## config.mk

```make
export PLATFORM = sky130hd
export DESIGN_NAME = uart_rx_core
export DESIGN_NICKNAME = d
export VERILOG_FILES = /design/src/rtl/uart_rx_core.sv
export SDC_FILE = /design/constraint.sdc
export NUM_CORES = 1
export LEC_CHECK = 0
export BUFFER_PORTS_ARGS = -buffer_cell sky130_fd_sc_hd__clkbuf_2
export CAP_MARGIN = 20
export CORE_MARGIN = 3
export CORE_UTILIZATION = 50
export DETAILED_ROUTE_END_ITERATION = 6
export GPL_TIMING_DRIVEN = 0
export PLACE_DENSITY_LB_ADDON = 0.05
export SYNTH_ARGS = -nofsm -noshare
export SYNTH_HDL_FRONTEND = slang
export SYNTH_SLANG_ARGS = --single-unit
```

## constraint.sdc

```tcl
create_clock -name sclk -period 5.8 [get_ports sclk]
set_input_delay 0.58 -clock sclk [delete_from_list [all_inputs] [get_ports sclk]]
set_output_delay 0.58 -clock sclk [all_outputs]
set_load 0.02 [all_outputs]
```

## src/rtl/uart_rx_core.sv

```systemverilog
// uart_rx_core: 8N1 UART receiver with mid-bit sampling; define UART_RX_STOP_CHECK_EN to sample and validate the stop bit.
module uart_rx_core #(
  parameter int BAUD_CNT_END = 56,
  parameter int BAUD_CNT_W = 16
) (
  input  logic       sclk,
  input  logic       s_rst,
  input  logic       rs232_rx,
  output logic [7:0] rx_data,
  output logic       po_flag
);
`ifdef UART_RX_STOP_CHECK_EN
  localparam logic [3:0] LAST_BIT = 4'd9;
`else
  localparam logic [3:0] LAST_BIT = 4'd8;
`endif
  localparam logic [BAUD_CNT_W-1:0] MID = BAUD_CNT_W'(BAUD_CNT_END / 2 - 1);
  localparam logic [BAUD_CNT_W-1:0] WRAP = BAUD_CNT_W'(BAUD_CNT_END - 1);
  typedef enum logic {IDLE, BUSY} state_t;
  state_t state, state_nxt;
  logic r1, r2, r3;
  logic [BAUD_CNT_W-1:0] baud_cnt;
  logic [3:0] bit_cnt;
  logic [7:0] shift;
  logic rx_flag, bit_flag, fall, ok, done;
  assign rx_flag = state == BUSY;
  assign fall = r3 & ~r2;
  assign bit_flag = rx_flag & (baud_cnt == MID);
`ifdef UART_RX_STOP_CHECK_EN
  assign ok = r2;
`else
  assign ok = 1'b1;
`endif
  always_comb begin
    state_nxt = state;
    if (!rx_flag && fall) state_nxt = BUSY;
    else if (bit_flag && ((bit_cnt == 4'd0 && r2) || bit_cnt == LAST_BIT)) state_nxt = IDLE;
  end
  // done delays the output by one cycle so rx_data and po_flag update together
  always_ff @(posedge sclk) begin
    if (s_rst) begin
      {r3, r2, r1} <= 3'b111;
      state <= IDLE;
      baud_cnt <= '0;
      bit_cnt <= '0;
      shift <= '0;
      done <= 1'b0;
      rx_data <= '0;
      po_flag <= 1'b0;
    end else begin
      {r3, r2, r1} <= {r2, r1, rs232_rx};
      state <= state_nxt;
      baud_cnt <= (!rx_flag || baud_cnt == WRAP) ? '0 : baud_cnt + 1'b1;
      bit_cnt <= !rx_flag ? '0 : bit_cnt + 4'(bit_flag);
      if (bit_flag && bit_cnt != 4'd0 && bit_cnt <= 4'd8) shift[3'(bit_cnt - 4'd1)] <= r2;
      done <= bit_flag && bit_cnt == LAST_BIT && ok;
      po_flag <= done;
      if (done) rx_data <= shift;
    end
  end
endmodule

```

== After elaboration in Yosys (flattened, before gate mapping) ==
Index checks and enable logic that the tools add are counted.

* $add $sub $neg: 3
* $lt $le $gt $ge: 3
* Equal/unequal tests: 3
* Muxes and demuxes: 5
* Bitwise logic cells: 4
* Reductions and logical operators: 15

{| class="wikitable"
|+ Operators by type and width
! cell !! number
|-
| $add 16x1->16 const B || 1
|-
| $eq 16x5->1 const B || 1
|-
| $eq 16x6->1 const B || 1
|-
| $bwmux 8 || 1
|-
| $logic_and 1x1->1 || 7
|-
| $add 4x1->4 || 1
|-
| $eq 4x4->1 const B || 1
|-
| $le 4x4->1 const B || 1
|-
| $logic_not 4->1 || 1
|-
| $lt 3x4->1 const B || 1
|-
| $reduce_bool 4->1 || 1
|-
| $reduce_or 2->1 || 2
|-
| $demux 1 s3 || 1
|-
| $ge 3x1->1 const B || 1
|-
| $mux 1 || 3
|-
| $sub 3x1->3 const B || 1
|-
| $and 1x1->1 || 2
|-
| $logic_or 1x1->1 || 2
|-
| $not 1->1 || 2
|-
| $reduce_bool 2->1 || 1
|-
| $logic_not 1->1 || 1
|}

* Register bits after elaboration: 42
* Bits of input ports: 3
* Output and inout port bits: 9
* Logic and storage cells: 43

== Depth between registers and ports, before layout ==
* Word-level depth: 6
* Mapped depth: 7
* Mapped depth without buffers: 7

== Worst setup path before layout ==
No wires, ideal clock.

* Path kind: reg2reg
* Start: reg baud_cnt[3]
* End: reg bit_cnt[1]
* Arrival time: 1.910 ns
* Required time: 5.685 ns
* Path slack: 3.775 ns
* Cell stages (with the launch flop): 7
* Period minus slack after synthesis: 2.025 ns
* Path through: dfxtp_1 nand2_1 or4b_2 nor3_1 ha_1 ha_1 and2_1

* Longest elaborated chain between the ends: 3

{| class="wikitable"
|+ RTL lines
! what !! line !! text
|-
| start: declaration || 22 || <nowiki>logic [BAUD_CNT_W-1:0] baud_cnt;</nowiki>
|-
| start signal: assignment || 53 || <nowiki>baud_cnt <= (!rx_flag || baud_cnt == WRAP) ? '0 : baud_cnt + 1'b1;</nowiki>
|-
| $eq 16x5->1 || 28 || <nowiki>assign bit_flag = rx_flag & (baud_cnt == MID);</nowiki>
|-
| $and 1x1->1 || 28 ||
|-
| $add 4x1->4 || 54 || <nowiki>bit_cnt <= !rx_flag ? '0 : bit_cnt + 4'(bit_flag);</nowiki>
|-
| end signal: assignment || 54 ||
|-
| end: declaration || 23 || <nowiki>logic [3:0] bit_cnt;</nowiki>
|}

No other way between the ends.
A chain may end at the register's enable or synchronous reset.

== Worst setup path in the final report ==
Ends and elaborated chain as after synthesis.

==> reports/metrics.csv <==
stage,metric,value,unit
run_status,status,finished clean,
setup_path,reg2reg_to,bit_cnt[1],
cts,cts_setup_buffers,0,
cts,clk_pin_slew_worst_paths,70,ps
cts,post_cts_resized,0,
synth,muxShareOfSynthArea,0.04250,
sta,setup_viol,0,
synth,synthAdderAreaFrac,0.03320,
sta,finalCriticalPeriod,2198,ps
final_layout,most-common-layout-cells,"dfxtp_1, nor2_1, xnor2_1",
synth,synthCells,204,
setup_path,required,5990,ps
final_layout,final_nets,230,
drt,route.detailed.drc,0,
drt,first_iter_violations,92,
setup_path,crit_path_max_fanout,7,
floorplan,start_util,0.5433,
setup_path,worstSetupStartpoint,baud_cnt[3],
drt,wl_per_cell,12.40,µm
drt,first_pass_iters,4,
sta,tns,0,ps
final_layout,syn2layout_area_growth,10.82,%
final_layout,fill_cells,316,
setup_path,rr_startpoint,baud_cnt[3],
pwr,power_density,233.6,mW/mm²
setup_path,cp-start-kind,flop,
cts,htreeDepth,2,
floorplan,core,0.003468,mm²
floorplan,die_area,0.004541,mm²
synth,yosysWarnings,0,
setup_path,crit_end,bit_cnt[1],
grt,grt_pass1_vias,1358,
job,max_cap_violations,0,
cts,cts_tree,yes,
grt,grt_max_degree,13,
synth,ys_types,37,
setup_path,arrival,2390,ps
placement,placed_cells,261,
final_layout,diodes,0,
sta,rsz0062_at_grt,false,
synth,synth_area,0.001884,mm²
cts,cts_hold_buf,0,
floorplan,die_w,67.39,µm
setup_path,r2r_cells,6,
synth,synth_top_family_by_area,simple AND/OR/NAND/NOR gates,
pwr,vdd_ir_drop_max,0.1265,mV
drt,postRouteAntennaNets,0,
cts,cts_sinks,42,
pwr,p_leak,0.6848,nW
cts,cts_buffers,5,
sta,worst_slew_pin_slew,665.7,ps
placement,gp_congestion,0.8629,
drt,routed-via-count,1462,
sta,slew_headroom,0.5562,
cts,ctsRootBufferMaster,clkbuf_8,
sta,slew_viol_final,0,
synth,ys_seq_elements,42,
setup_path,endpoint_kind,flop,
floorplan,dieHeight,67.39,µm
sta,hold_violations,0,
setup_path,ff2ff_setup_slack,3600,ps
sta,fin_skew,4.021,ps
cts,clk-insertion-delay-late,290,ps
synth,synth-simple-area-share,0.2643,
grt,antenna_found_initial,0,
placement,hpwl,2.476,mm
cts,clk_path_buf_depth,2,
final_layout,drive_above_1_share,0.1345,
synth,synth_compound_area_frac,0.1036,
placement,port_buffers,11,
synth,syn_nets,212,
grt,grt_pass1_wl,5.934,mm
synth,syn_area_per_cell,9.237,µm²
floorplan,num_rows,21,
grt,track_usage,0.1756,
drt,finalWirelength,3.336,mm
synth,ys_seq_area_frac,0.4462,
setup_path,path_class,flop to flop,
final_layout,finalNonFillerCells,269,
sta,period_share,0.3789,
drt,post_drt_via_cell_ratio,5.435,
floorplan,pin_count,12,
synth,yosys.area_share.xor_xnor,0.07437,
final_layout,post-route-util,0.6021,
worst_hold_path,hold_path.class,flop to flop,
sta,max_freq,0.4550,GHz
final_layout,final_common_cell,dfxtp_1,
grt,grt_remaining_overflow,0,
-- flip-flops by register name, indices dropped and copies added, names as in the netlist --
| name | flops |
|---|---|
| baud_cnt | 16 |
| bit_cnt | 4 |
| done | 1 |
| po_flag | 1 |
| r1 | 1 |
| r2 | 1 |
| r3 | 1 |
| rx_data | 8 |
| rx_flag | 1 |
| shift | 8 |
-- worst max-delay path: stages, from the launching register on --
cell and delay [ps]:
dfxtp_1 550, nand2_1 120, or4b_2 690, nor3_1 180, ha_1 210, ha_1 220, and2_1 130
-- metal layers --
layer / routed length, µm / global-route usage
met1: 1484 / 0.1982
met2: 1684 / 0.2982
met3: 112 / 0.05491
met4: 55 / 0.08608
met5: 0 / 0
-- cell type report --
cell class | instances | area (µm²) | area share
plain buffers | 9 | 45.04 | 0.02157
clock buffers | 7 | 86.33 | 0.04134
clock inverters | 1 | 5.005 | 0.002397
inverters | 6 | 22.52 | 0.01078
multi-input cells | 147 | 975.9 | 0.4673
flip-flops and latches | 42 | 840.8 | 0.4026
well taps | 46 | 57.56 | 0.02756
repair buffers | 11 | 55.05 | 0.02636
-- Yosys cell counts --
master,instances,area share
dfxtp_1,42,0.45
nor2_1,33,0.066
xnor2_1,12,0.056
nand4_1,11,0.037
a21oi_1,9,0.024
nand2_1,9,0.018
o31ai_1,9,0.036
mux2i_1,8,0.042
nand2b_1,7,0.023
nand3_1,7,0.019
clkbuf_1,6,0.012
inv_1,6,0.012
nor4_1,6,0.020
ha_1,5,0.033
xor2_1,4,0.019
and2_1,3,0.010
nor3_1,3,0.0080
or2_2,3,0.010
nor2b_1,2,0.0066
o41ai_1,2,0.0093
a21oi_2,1,0.0046
and4_1,1,0.0046
and4b_2,1,0.0060
buf_1,1,0.0020
buf_4,1,0.0040
buf_6,1,0.0060
nand3b_1,1,0.0040
nand4_4,1,0.011
nor4b_1,1,0.0046
o21ai_0,1,0.0027
o22a_1,1,0.0046
o22ai_1,1,0.0033
o31a_1,1,0.0046
o41ai_4,1,0.015
or3_4,1,0.0060
or4_4,1,0.0060
or4b_2,1,0.0053
-- metrics by stage --
step	hold WS [ps]	worst slack (ps)	instance area, µm²	power, W
floorplan	389.5	3775	1884	0.0003034
global placement	399.0	3632	1997	0.0003062
detailed placement	409.3	3603	1997	0.0003064
CTS	427.0	3577	2088	0.0004962
global route	446.6	3396	2088	0.0005132
finish	417.4	3602	2088	0.0004878
-- power breakdown --
part | switching, W | internal (W) | leakage, nW
Clock | 0.0000925 | 0.0000959 | 0.0482
Combinational | 0.00000573 | 0.00000329 | 0.298
Sequential | 0.000000773 | 0.000290 | 0.339
Total | 0.0000990 | 0.000389 | 0.685
-- cells by family after synthesis --
| group | Yosys count |
|---|---|
| xor gates and xnor gates | 16 |
| adders and majority gates | 5 |
| buffers and inverters | 15 |
| AOI/OAI and AO/OA | 26 |
| and+or+nand+nor | 92 |
| muxes | 8 |
| DFF | 42 |
-- worst min path at each step --
stage | from | cells past startpoint | end
after CTS | r1 | 1 | r2
after floorplan | r1 | 1 | r2
final | r1 | 1 | r2
after global routing | r1 | 1 | r2
after global placement | r1 | 1 | r2
after detailed placement | r1 | 1 | r2
(Power assumes the default switching activity.)
